## src/rtl/diff_pkg.sv

```systemverilog
// diff_pkg: shared types and helpers for the differential DNA-word encoder
// and its round-robin front end.
//   digit_t      - one 2-bit DNA digit
//   arb_state_t  - scheduler FSM states (IDLE, ENC, DONE)
//   mod4_sub     - (cur - prev) mod 4 for the differential encode
package diff_pkg;

  typedef logic [1:0] digit_t;

  typedef enum logic [1:0] {
    IDLE = 2'd0,
    ENC  = 2'd1,
    DONE = 2'd2
  } arb_state_t;

  // The difference is formed in 3 bits so a borrow cannot wrap into
  // anything but the discarded top bit; keeping the low 2 bits gives the
  // mod-4 result (0-3 -> 1, 1-3 -> 2).
  function automatic digit_t mod4_sub(input digit_t cur, input digit_t prev);
    return digit_t'({1'b0, cur} - {1'b0, prev});
  endfunction

endpackage

```

## src/rtl/rr_arbiter.sv

```systemverilog
// rr_arbiter: combinational round-robin grant picker.
//   req     - request vector, one bit per requester
//   ptr     - index that has highest priority this arbitration
//   en      - when low, no grant is issued
//   gnt     - one-hot grant (all zero when en=0 or no request)
//   gnt_idx - binary index of the granted requester (0 when none)
// Search order is ptr, ptr+1, ..., R-1, 0, ..., ptr-1.
module rr_arbiter #(
  parameter int R   = 4,
  parameter int IDW = $clog2(R)
) (
  input  logic [R-1:0]   req,
  input  logic [IDW-1:0] ptr,
  input  logic           en,
  output logic [R-1:0]   gnt,
  output logic [IDW-1:0] gnt_idx
);

  logic [IDW:0]   sum;
  logic [IDW-1:0] idx;
  logic           found;

  always_comb begin
    gnt     = '0;
    gnt_idx = '0;
    found   = 1'b0;
    sum     = '0;
    idx     = '0;
    for (int k = 0; k < R; k++) begin
      // ptr + k taken modulo R with one conditional subtract, since both
      // operands are below R.
      sum = {1'b0, ptr} + (IDW+1)'(k);
      if (sum >= (IDW+1)'(R)) sum = sum - (IDW+1)'(R);
      idx = sum[IDW-1:0];
      if (en && !found && req[idx]) begin
        found    = 1'b1;
        gnt[idx] = 1'b1;
        gnt_idx  = idx;
      end
    end
  end

endmodule

```

## src/rtl/diff_word_arb.sv

```systemverilog
// diff_word_arb: shares one registered mod-4 differential word encoder
// among R requesters using round-robin arbitration.
//   clk, rst   - clock (rising edge), asynchronous active-high reset
//   req_valid  - per-requester word valid
//   req_ready  - per-requester accept strobe (one-hot or zero)
//   req_word   - requester r word at [r*2N +: 2N], digit i at [2i +: 2]
//   out_valid, out_ready, out_word, out_id - encoded result port
//   busy       - high whenever the FSM is not IDLE
//   dbg_state  - current FSM state, for observation only
//
// Handshake: a transfer happens on a rising edge where valid and ready are
// both high. Requester side: ready is raised combinationally only for the
// granted valid requester while IDLE. Output side: once out_valid rises,
// out_word/out_id stay stable and out_valid stays high until out_ready.
module diff_word_arb
  import diff_pkg::*;
#(
  parameter int N   = 100,
  parameter int R   = 4,
  parameter int IDW = $clog2(R)
) (
  input  logic             clk,
  input  logic             rst,
  input  logic [R-1:0]     req_valid,
  output logic [R-1:0]     req_ready,
  input  logic [R*2*N-1:0] req_word,
  output logic             out_valid,
  input  logic             out_ready,
  output logic [2*N-1:0]   out_word,
  output logic [IDW-1:0]   out_id,
  output logic             busy,
  output arb_state_t       dbg_state
);

  arb_state_t     state_q;
  logic [IDW-1:0] ptr_q;
  logic [2*N-1:0] in_q;
  logic [IDW-1:0] id_q;
  logic           out_valid_q;
  logic [2*N-1:0] out_word_q;
  logic [IDW-1:0] out_id_q;

  logic [R-1:0]   gnt;
  logic [IDW-1:0] gnt_idx;
  logic [2*N-1:0] sel_word_d;
  logic [2*N-1:0] enc_word_d;

  // Arbitration only runs in IDLE, and never while reset is held, so
  // req_ready is guaranteed low during reset.
  rr_arbiter #(.R(R), .IDW(IDW)) u_arb (
    .req     (req_valid),
    .ptr     (ptr_q),
    .en      ((state_q == IDLE) && !rst),
    .gnt     (gnt),
    .gnt_idx (gnt_idx)
  );

  // One-hot mux of the granted word.
  always_comb begin
    sel_word_d = '0;
    for (int r = 0; r < R; r++) begin
      if (gnt[r]) sel_word_d = req_word[r*2*N +: 2*N];
    end
  end

  // Differential encode: leftmost digit passes through, every other digit
  // is its difference from the digit to its left.
  always_comb begin
    enc_word_d = '0;
    enc_word_d[2*(N-1) +: 2] = in_q[2*(N-1) +: 2];
    for (int i = 0; i < N-1; i++) begin
      enc_word_d[2*i +: 2] = mod4_sub(in_q[2*i +: 2], in_q[2*(i+1) +: 2]);
    end
  end

  always_ff @(posedge clk or posedge rst) begin
    if (rst) begin
      state_q     <= IDLE;
      ptr_q       <= '0;
      in_q        <= '0;
      id_q        <= '0;
      out_valid_q <= 1'b0;
      out_word_q  <= '0;
      out_id_q    <= '0;
    end else begin
      case (state_q)
        IDLE: begin
          if (|gnt) begin
            in_q    <= sel_word_d;
            id_q    <= gnt_idx;
            state_q <= ENC;
          end
        end
        ENC: begin
          out_word_q  <= enc_word_d;
          out_id_q    <= id_q;
          out_valid_q <= 1'b1;
          state_q     <= DONE;
        end
        DONE: begin
          if (out_valid_q && out_ready) begin
            out_valid_q <= 1'b0;
            // The served requester drops to lowest priority next time.
            ptr_q   <= (id_q == IDW'(R-1)) ? '0 : IDW'(id_q + 1'b1);
            state_q <= IDLE;
          end
        end
        default: state_q <= IDLE;
      endcase
    end
  end

  assign req_ready = gnt;
  assign out_valid = out_valid_q;
  assign out_word  = out_word_q;
  assign out_id    = out_id_q;
  assign busy      = (state_q != IDLE);
  assign dbg_state = state_q;

endmodule

```

## config.mk

```make
export PLATFORM = sky130hd
export DESIGN_NAME = diff_word_arb
export DESIGN_NICKNAME = d
export VERILOG_FILES = /design/src/rtl/diff_pkg.sv /design/src/rtl/rr_arbiter.sv /design/src/rtl/diff_word_arb.sv
export SDC_FILE = /design/constraint.sdc
export NUM_CORES = 1
export LEC_CHECK = 0
export CORE_AREA = 2 2 400 402
export DETAILED_ROUTE_END_ITERATION = 10
export DIE_AREA = 0 0 402 404
export GPL_ROUTABILITY_DRIVEN = 0
export GPL_TIMING_DRIVEN = 0
export PLACE_DENSITY = 0.36
export SLEW_MARGIN = 20
export SYNTH_ARGS = -nofsm -noshare
export SYNTH_HDL_FRONTEND = slang
export SYNTH_SLANG_ARGS = --single-unit
```

## constraint.sdc

```tcl
create_clock -name clk -period 17.4 [get_ports clk]
set_clock_uncertainty 0.05 [all_clocks]
set_input_delay 5.22 -clock clk [delete_from_list [all_inputs] [get_ports clk]]
set_output_delay 5.22 -clock clk [all_outputs]
set_load 0.05 [all_outputs]
```

=== Word level (Yosys, flattened, before mapping) ===
Index checks and enable logic that the tools add are counted.

* Register bits after elaboration: 409
* Input port bits: 807
* Output and inout port bits: 210
* Word-level logic and storage cells: 200

* $add $sub $neg: 107
* $lt $le $gt $ge: 12
* Eq/ne operators: 5
* Muxes and demuxes: 41
* Bitwise gates (word level): 3
* Reductions and logical operators: 25

{| class="wikitable"
|+ Operators with widths
! cell !! number
|-
| 200-bit 2-to-1 mux || 4
|-
| 2-bit subtractor || 99
|-
| 2-bit 2-to-1 mux || 11
|-
| 4-bit 2-to-1 mux || 4
|-
| 1-bit logical AND || 13
|-
| 2-bit by 3-bit less-than comparator with 1-bit output (second input constant) || 4
|-
| 1-bit 2-to-1 mux || 12
|-
| 4-bit OR || 3
|-
| 3-bit greater-or-equal comparator (second input constant) || 3
|-
| 1-bit binary-select mux with 2-bit select || 4
|-
| 1-bit demux with 2-bit select || 4
|-
| 2-bit by 1-bit greater-or-equal comparator with 1-bit output (second input constant) || 4
|-
| 2-bit AND reduction || 4
|-
| 2-bit by 1-bit subtractor with 2-bit output (second input constant) || 4
|-
| 2-bit by 2-bit adder with 3-bit output (second input constant) || 2
|-
| 2-bit one-hot mux with 3 select lines || 1
|-
| 2-bit == test (second input constant) || 2
|-
| 1-bit zero test || 4
|-
| 2-bit nonzero test || 2
|-
| 4-bit OR reduction || 1
|-
| 2-bit by 1-bit adder with 3-bit output (second input constant) || 1
|-
| 2-bit by 3-bit greater-or-equal comparator with 1-bit output (second input constant) || 1
|-
| 2-bit by 1-bit adder with 2-bit output (second input constant) || 1
|-
| 2-bit by 1-bit == test with 1-bit output (second input constant) || 1
|-
| other kinds (4) || 4
|}

=== Longest topological paths before layout ===
Gate-level depths: netlist of the first run.

* Word-level depth: 22
* Mapped depth: 14
* Depth with buffers taken out: 11

=== By module ===
From an unflattened synthesis of the first run, not the netlist that was laid out.

* Cell total of the unflattened synthesis: 2,319
* Area total of the unflattened synthesis: 23,144.7 um2

{| class="wikitable"
|+ Modules (own cells, without submodules)
! module !! times used !! cells an instance !! area each (um2) !! sequential area each (um2)
|-
| diff_word_arb || 1 || 2,251 || 22,582.9 || 10,234.8
|-
| rr_arbiter || 1 || 68 || 561.8 || 0.0
|}

=== Worst setup path after synthesis of the first run ===
OpenSTA, ideal clock, no wires.

* Path kind: input-to-output
* Start point: input port req_valid[2]
* End point: output port req_ready[2]
* Data arrival time: 7.061 ns
* Required time: 12.130 ns
* Setup slack: 5.069 ns
* Stages on the path: 5
* Path buffers: 1
* Path through: mux4_2 > or3_4 > o21a_1 > inv_2 > clkbuf_1

* Word-level cells in the longest chain between the ends: 16
* Elaborated cells on any way between the ends: 28
* Classes of those cells: mux (15); bitwise (3); reduce/logical (10)

{| class="wikitable"
|+ Ends and longest elaborated chain
! item !! line !! source
|-
| start: declaration || diff_word_arb.sv:24 || <nowiki>input logic [R-1:0] req_valid,</nowiki>
|-
| 1-bit binary-select mux with 2-bit select || rr_arbiter.sv:35 || <nowiki>if (en && !found && req[idx]) begin</nowiki>
|-
| 1-bit 2-to-1 mux (not written as such) || rr_arbiter.sv:35 ||
|-
| 1-bit logical AND || rr_arbiter.sv:35 ||
|-
| 1-bit 2-to-1 mux || rr_arbiter.sv:35 ||
|-
| 1-bit zero test || rr_arbiter.sv:35 ||
|-
| 1-bit logical AND (2 in series) || rr_arbiter.sv:35 ||
|-
| 1-bit 2-to-1 mux || rr_arbiter.sv:35 ||
|-
| 1-bit zero test || rr_arbiter.sv:35 ||
|-
| 1-bit logical AND (2 in series) || rr_arbiter.sv:35 ||
|-
| 1-bit 2-to-1 mux || rr_arbiter.sv:35 ||
|-
| 1-bit zero test || rr_arbiter.sv:35 ||
|-
| 1-bit logical AND (2 in series) || rr_arbiter.sv:35 ||
|-
| 4-bit 2-to-1 mux * || rr_arbiter.sv:35 ||
|-
| end: declaration || diff_word_arb.sv:25 || <nowiki>output logic [R-1:0] req_ready,</nowiki>
|}

Mark *: on every way between the ends. The rest lies on a longest branch, timed or not. The select of a mux whose other input is x is not followed.

=== Worst setup path after layout of the first run ===
* Start point: input port req_valid[3]
* End point: output port req_ready[3]

Same word-level chain as after synthesis.

==> results.tsv, run 1 <==
stage	metric	value	unit
logic_synthesis	mapped cell area	22600	um2
sta	fmax	0.0719	GHz
critical_path	slowest CP cell	clkdlybuf4s50_1	
floorplanning	die width	402	um
critical_path	Worst EP arrival	8630	ps
final_layout	Layout area overhead	65.7	%
worst_hold_path	hold path depth	2	
final_layout	Total Nets Final	4294	
grt	GR Overflow Total	0	
drt	Routed wire per std cell	27.6	um
floorplanning	FP Rows	146	
grt	GRT Max-Usage Layer	met2	
sta	post-route clock period utilization	79.9	%
clocking	Resized cells post-CTS	0	
critical_path	CP required	12130	ps
power	Lkg Pwr	14.9	nW
critical_path	Critical Setup Path Class	primary input to output port	
sta	Final Setup Violations	0	
drt	drt drc	0	
sta	worst slew margin relative to its limit	22.5	%
grt	number of global-route vias before repair	24300	
drt	final WL	152000	um
clocking	CTS sink cnt	409	
floorplanning	Initial Util	14.3	%
sta	fin. max-slew vios	0	
critical_path	Stages on worst setup path	7	
critical_path	slowest stage delay, CP	930	ps
critical_path	CP Capture Type	output port	
clocking	clock buffer depth	3	
clocking	Num CTS Buffers	57	
critical_path	critical path launch point type	primary input	
worst_hold_path	Worst Hold Class	flop to flop	
drt	DRT antenna net count	0	
power	Net Sw Frac	51.2	%
floorplanning	die area	162000	um2
sta	Final Hold Viols	0	
grt	global-route wire length before repair	207000	um
floorplanning	die height	404	um
critical_path	CP max FO	10	
placed_design	Placed Area	35600	um2
grt	M1 GR Usage	24.3	%
power	Reg power frac	23.6	%
power	worst vdd ir	0.0705	mV
critical_path	Top Family by Delay on Critical Path	buffers and inverters	
logic_synthesis	number of synthesized flops with an enable pin	0	
power	Pwr Density	185	nW/um2
drt	Initial DRT Pass Iterations	6	
sta	unrepaired setup endpoints after global routing	false	
placed_design	Placed Cells	5392	
sta	Final min period	13900	ps
clocking	Clock Pin Slew Worst Setup and Hold Paths	50	ps
grt	largest net degree at the start of global routing	88	
power	total net switching power	3.54	mW
drt	Avg Vias per Cell	4.24	
clocking	Post-CTS Setup Inserts	0	
logic_synthesis	average size of a mapped cell	9.84	um2
logic_synthesis	sequential element share of the synthesized area	45.3	%
critical_path	R2R cell count	11	
grt	initial antenna violation count	30	
clocking	Root Buffer	clkbuf_16	
logic_synthesis	async set-reset flop share out of synthesis	100	%
final_layout	Core Util, Final	23.7	%
floorplanning	number of top-level pins	1017	
critical_path	critical-path cell list	clkdlybuf4s50_1 > mux4_2 > nor2b_1 > a221o_1 > a32o_1 > clkbuf_1 > clkdlybuf4s50_1	
final_layout	cell area after layout	37400	um2
critical_path	Crit path buffers/inverters	3	
clocking	worst-skew pair later-pin latency	650	ps
final_layout	share of post-route cells with drive strength above 1	6.57	%
power	Internal	3.38	mW
critical_path	Most common cell on crit path	clkdlybuf4s50_1	
power	Clk pwr share	17.1	%
drt	DR iter-0 viols	1437	
logic_synthesis	synthesis-stage register bit count	409	
drt	Vias	23400	
placed_design	input/output buffers	1016	
clocking	clock tree from TritonCTS	yes	
grt	M3 GR Usage	5.30	%
logic_synthesis	ys flop type	dfrtp_1	
logic_synthesis	synthesized net count	3212	
logic_synthesis	Syn. warnings	0	
sta	worst slew pin tran	1160	ps
logic_synthesis	Distinct cells, synth	48	
grt	M2 GR Usage	28.7	%
placed_design	hpwl dp	125000	um
floorplanning	Placeable Area	158000	um2
final_layout	Non-Filler Instances	5509	
power	Comb pwr share	59.3	%
grt	GRT Total Usage	18.1	%
logic_synthesis	cells after synthesis	2297	
run_status	status	complete, no violations	
clocking	H-Tree Depth	2	
flow_run	maxcap violations	0	
clocking	hold_buf cts	0	
final timing paths:
check                         startpoint       endpoint  slack [ps]
hold / removal             out_word[159]  out_word[159]         430
setup / recovery            req_valid[3]   req_ready[3]        3500
min in group asynchronous            rst        id_q[0]        4980
setup reg to reg                ptr_q[1]       in_q[90]       12430
hold reg to reg            out_word[159]  out_word[159]         430
max in group asynchronous            rst   out_word[79]       10700
stage by stage:
stage	setup slack, ps	TNS (ps)	power, mW	hold slack, ps
5_1_grt	3310	0	7.40	438
3_5_place_dp	3440	0	5.83	419
3_3_place_gp	-7230	-2910000	5.83	413
4_1_cts	3420	0	7.07	432
2_1_floorplan	750	0	3.96	429
6_report	3500	0	6.92	426
sequential cells by signal, indices dropped and copies added (netlist names):
signal	cells
dbg_state	2
out_valid	1
out_id	2
out_word	200
ptr_q	2
id_q	2
in_q	200
cell type report:
cell class / instances / area, um2
inverters: 106 / 405
multi-input cells: 1579 / 11100
fillers: 17300 / 120000
well taps: 2072 / 2590
diodes: 13 / 32.5
clock buffers: 89 / 1720
repair buffers: 1023 / 10400
flip-flops and latches: 409 / 10200
clock inverters: 15 / 120
plain buffers: 203 / 877
power by group through the flow:
| stage | Clock [mW] | Sequential (mW) | Combinational [mW] |
|---|---|---|---|
| finish | 1.18 | 1.63 | 4.11 |
| global route | 1.26 | 1.68 | 4.46 |
| CTS | 1.23 | 1.64 | 4.20 |
| detailed placement | 0 | 1.65 | 4.18 |
| global placement | 0 | 1.65 | 4.18 |
| floorplan | 0 | 2.16 | 1.79 |
placed cells by master, fill, tap and decap left out, types with 15 or more instances in the layout:
cell type,count
clkdlybuf4s50_1,1016
dfrtp_1,409
nand2_1,210
nor2_1,206
a22oi_1,202
o21ai_0,201
a221oi_1,199
o31ai_1,172
clkbuf_1,135
ha_1,108
inv_1,103
xor2_1,99
xnor2_1,99
buf_2,63
clkbuf_16,58
o31ai_2,30
clkbuf_8,15
cell usage after synthesis, types with 3 or more instances:
cell / instances / area share (%)
a22oi_1: 202 / 6.7
o21ai_0: 201 / 4.5
xnor2_1: 99 / 3.8
nor3_1: 3 / 0.066
ha_1: 108 / 6.0
o31ai_2: 30 / 1.7
buf_2: 63 / 1.4
buf_4: 4 / 0.13
a21oi_1: 4 / 0.089
mux4_2: 4 / 0.40
inv_1: 104 / 1.7
dfrtp_1: 409 / 45
nor2_1: 206 / 3.4
mux2_2: 6 / 0.30
nand3_1: 4 / 0.089
clkbuf_1: 130 / 2.2
nand2_1: 210 / 3.5
buf_1: 5 / 0.083
o31ai_1: 172 / 5.7
xor2_1: 99 / 3.8
a221oi_1: 200 / 7.8
mux2i_1: 5 / 0.22
metal layers:
layer / vias to the layer above / wire (um)
li1: 10700 / -
met1: 11700 / 67400
met2: 809 / 70000
met3: 148 / 11700
met4: 10 / 3010
met5: - / 64
kinds of logic after synthesis:
logic type | count (synthesis) | synth area share (%)
fa+ha+maj | 108 | 5.98
xor+xnor | 198 | 7.68
buf+inv | 309 | 5.58
flops | 409 | 45.3
compound gates | 822 | 27.0
mux | 15 | 0.919
simple gates | 436 | 7.54
worst min-delay path: stages, from the launching register on:
cell and delay, ps:
dfrtp_1 340, nand2_1 50, o21ai_0 60
Power figures use the tool's default switching activity.
==> inputs of run 2 (changes only) <==
==> constraint.sdc (replaced) <==
create_clock -name clk -period 12.55 [get_ports clk]
set_clock_uncertainty 0.05 [all_clocks]
set_input_delay 3.765 -clock clk [delete_from_list [all_inputs] [get_ports clk]]
set_output_delay 3.765 -clock clk [all_outputs]
set_load 0.05 [all_outputs]
==> run 2 against run 1 <==
Compared with the run above: global-route usage hardly changed; final cell count is 0.33% higher; register-to-register slack worse by 4900 ps; worst setup slack worse by 2000 ps; total power is 40% higher; via count is 0.77% higher; sequential power is 39% higher; largest power group unchanged.
==> results.tsv, run 2 (synthesized netlist as in run 1, its figures left out) <==
stage	metric	value	unit
grt	number of global-route vias before repair	24400	
critical_path	CP Capture Type	output port	
sta	post-route clock period utilization	88.4	%
sta	fmax	0.0901	GHz
floorplanning	number of top-level pins	1017	
final_layout	Multi-input gate area	11100	um2
final_layout	Total Nets Final	4308	
critical_path	CP max FO	10	
grt	M1 GR Usage	24.2	%
worst_hold_path	Worst Hold Class	flop to flop	
power	Comb pwr share	58.7	%
clocking	Clock Pin Slew Worst Setup and Hold Paths	60	ps
critical_path	Worst EP arrival	7280	ps
final_layout	commonest non-fill, non-tap cells in the layout	1016 x clkdlybuf4s50_1, 409 x dfrtp_1, 210 x nand2_1	
clocking	worst-skew pair later-pin latency	660	ps
grt	GR Overflow Total	0	
critical_path	CP required	8730	ps
sta	Sum Neg Setup Slack	0	ps
clocking	clock buffer depth	3	
placed_design	hpwl dp	126000	um
final_layout	Layout area overhead	67.3	%
power	Pwr Density	256	nW/um2
grt	global-route wire length before repair	208000	um
drt	final WL	153000	um
clocking	clock tree from TritonCTS	yes	
final_layout	FILL cells	17300	
drt	drt drc	0	
drt	DRT antenna net count	0	
sta	Final Hold Viols	0	
power	Net Sw Frac	50.8	%
floorplanning	FP Rows	146	
final_layout	cell area after layout	37800	um2
floorplanning	die area	162000	um2
final_layout	Sequential Area	10200	um2
grt	GRT Max-Usage Layer	met2	
power	Internal	4.76	mW
power	Clk pwr share	17.9	%
grt	largest net degree at the start of global routing	31	
placed_design	Placed Area	35800	um2
clocking	hold_buf cts	0	
grt	M2 GR Usage	29.4	%
power	worst vdd ir	0.121	mV
clocking	Resized cells post-CTS	0	
sta	Final min period	11090	ps
floorplanning	die height	404	um
sta	worst slew margin relative to its limit	28.2	%
grt	initial antenna violation count	38	
clocking	Num CTS Buffers	58	
power	Pwr Total	9.67	mW
drt	Routed wire per std cell	27.7	um
drt	Avg Vias per Cell	4.26	
power	total net switching power	4.91	mW
floorplanning	Placeable Area	158000	um2
critical_path	critical path launch point type	primary input	
clocking	Post-CTS Setup Inserts	0	
floorplanning	Initial Util	14.3	%
sta	worst slew pin tran	1080	ps
grt	GRT Total Usage	18.2	%
grt	M3 GR Usage	4.71	%
drt	Initial DRT Pass Iterations	5	
clocking	CTS sink cnt	409	
clocking	H-Tree Depth	2	
sta	fin. max-slew vios	0	
drt	DR iter-0 viols	1409	
power	Lkg Pwr	15.0	nW
clocking	Root Buffer	clkbuf_16	
sta	unrepaired setup endpoints after global routing	false	
final_layout	share of post-route cells with drive strength above 1	7.00	%
critical_path	Critical Setup Path Class	primary input to output port	
floorplanning	die width	402	um
final_layout	commonest non-fill, non-tap cell in the layout	clkdlybuf4s50_1	
run_status	status	complete, no violations	
final_layout	Core Util, Final	23.9	%
placed_design	input/output buffers	1016	
drt	Vias	23600	
sta	Final Setup Violations	0	
flow_run	maxcap violations	0	
power	Reg power frac	23.4	%
[run 2: metal layers]
metal	vias up	share of wire, %
met5	-	0.059
met4	16	1.7
met3	132	6.9
met2	722	47
met1	12000	44
li1	10700	-
[run 2: worst paths after layout]
kind | startpoint | endpoint | slack (ps) | cells after the start
worst max-delay path | req_valid[2] | req_ready[3] | 1460 | 7
worst min-delay path | out_word[52] | out_word[52] | 430 | 2
worst max register to register | ptr_q[1] | in_q[89] | 7490 | 11
worst min register to register | out_word[52] | out_word[52] | 430 | 2
max in group asynchronous | rst | out_word[99] | 6860 | 11
min in group asynchronous | rst | dbg_state[0] | 3400 | 2
[run 2: area by class of cell]
type / count / area share [%]
Antenna cell: 14 / 0.0927
Buffer: 203 / 2.31
Clock buffer: 90 / 4.66
Clock inverter: 18 / 0.516
Inverter: 106 / 1.06
Multi-Input combinational cell: 1579 / 29.4
Sequential cell: 409 / 27.1
Tap cell: 2072 / 6.86
Timing Repair Buffer: 1036 / 28.0
[run 2: power by group through the flow]
| stage | sequential (mW) | combinational (mW) | clock, mW |
|---|---|---|---|
| after floorplan | 3.00 | 2.49 | 0 |
| after global placement | 2.29 | 5.74 | 0 |
| after detailed placement | 2.29 | 5.76 | 0 |
| after CTS | 2.27 | 5.79 | 1.81 |
| after global routing | 2.33 | 6.14 | 1.85 |
| final | 2.26 | 5.68 | 1.73 |
[run 2: metrics by stage]
stage                     instances  hold WS [ps]  setup slack, ps
after global placement         5385           412            -1030
after floorplan                2297           429             3130
after detailed placement       5405           419             1480
final                          5527           426             1460
after global routing           5521           450             1310
after CTS                      5513           431             1460
[run 2: critical path, cell delays in order]
cell and delay (ps):
clkdlybuf4s50_1 550, mux4_2 610, nor2b_1 310, a221o_1 230
a32o_1 310, clkbuf_1 560, clkdlybuf4s50_1 930
==> inputs of run 3 (changes only) <==
--- a/config.mk
+++ b/config.mk
@@ -11,6 +11,7 @@
 export GPL_ROUTABILITY_DRIVEN = 0
 export GPL_TIMING_DRIVEN = 0
 export PLACE_DENSITY = 0.36
+export SETUP_SLACK_MARGIN = 0.05
 export SLEW_MARGIN = 20
 export SYNTH_ARGS = -nofsm -noshare
 export SYNTH_HDL_FRONTEND = slang
==> results of run 3 <==
The final DEF is identical to that of run 2; final timing and power are the same.
==> RTL edit (flow settings as in run 1) <==
Register the output `dbg_state` once more; this adds one clock of latency there. The other outputs are not delayed to match.
--- a/src/rtl/diff_word_arb.sv
+++ b/src/rtl/diff_word_arb.sv
@@ -117,3 +117,5 @@
   assign busy      = (state_q != IDLE);
-  assign dbg_state = state_q;
+  always_ff @(posedge clk) begin
+    dbg_state <= state_q;
+  end
 
Formal check against the unedited RTL: not equivalent (a bounded check fails within 4 cycles, from zero or initial values and one cycle with rst high).
==> RTL edit against run 1 <==
Routed wire length is 1.5% lower. Fmax is 2.4% lower. Setup slack worse by 340 ps. Hold slack worse by 1.9 ps. Synthesized cell count hardly changed. Critical path depth stayed put. Die area stayed put. Sequential cell count is 2 higher. Area after synthesis is 0.43% higher. Combinational power is 1% higher. Utilization is 0.22 points higher. Power is 2.5% higher. Design area is 0.95% higher. Critical endpoint unchanged.
==> RTL edit: results <==
drt:
  dr.first_iter.drc_count: 1568
  dr_total_vias: 23600
  met2WireLength_mm: 70.4
  dr.pass1.iters: 5
outcome:
  outcome: "complete, no violations"
pwr:
  p_clk_uw: 1290
  p_int_uw: 3510
  p_leak_uw: 0.0150
  pwr-share-comb: 0.587
global_route:
  grt_max_degree: 83
  grt.total_usage: 0.178
  met2_usage: 0.291
  use_met3: 0.0355
  antenna_found_initial: 21
  grt_pass1_wl_mm: 204
yosys:
  synth_xor_area_frac: 0.0764
  synth_compound_area_frac: 0.269
  ys_top_cells_by_area: "dfrtp_1 (45%), a221oi_1 (7.7%), a22oi_1 (6.7%), ha_1 (6.0%), o31ai_1 (5.7%)"
  yosysUniqueCellTypes: 49
  yosysTopAreaCellShare: 0.451
  seq_area_frac_synth: 0.453
  synth_fa_ha_area_frac: 0.0596
  syn_nets: 3214
cts:
  clk_latency_ps: 630
  cts_num_sinks: 411
final_layout:
  diodes: 9
  multi_input_area_share: 0.294
  buf_share: 0.301
  n_all_buffers: 1231
  fillCellCount: 17400
  clock_area_frac: 0.0538
  seq_share: 0.272
worst_setup_path:
  worst_r2r_endpoint: "in_q[180]$_DFFE_PP0P_"
  worst_ep_arrival_time_ps: 8970
  critPathLaunch: "req_valid[2]"
  reg2reg_from: "ptr_q[0]$_DFFE_PP0P_"
placed_design:
  hpwl_mm: 123
  dp_slack_ps: 3170
sta:
  min_period_over_period: 0.818
  whs_ps: 424
  tightest_slew_ps: 1060
min_path:
  min_from: "out_word[72]$_DFFE_PP0P_"
==> RTL edit: cell count changes after synthesis, sizes merged <==
cell	change
buf	+2
clkbuf	-2
dfxtp	+2
==> RTL edit: cells by family after synthesis <==
kind of cell	Yosys count
AOI/OAI and AO/OA	822
muxes	15
adders and majority gates	108
DFF	411
and+or+nand+nor	436
xor gates and xnor gates	198
buffers and inverters	309
==> RTL edit: per-stage QoR <==
| stage | std cells | setup TNS [ps] | cell area [µm²] | total power, µW | util |
|---|---|---|---|---|---|
| 3_3_place_gp | 5387 | -2921460 | 35500 | 5870 | 0.225 |
| 3_5_place_dp | 5399 | 0 | 35700 | 5880 | 0.226 |
| 6_report | 5516 | 0 | 37800 | 7090 | 0.240 |
| 4_1_cts | 5507 | 0 | 37800 | 7230 | 0.239 |
| 5_1_grt | 5512 | 0 | 37800 | 7560 | 0.239 |
| 2_1_floorplan | 2299 | 0 | 22700 | 3990 | - |
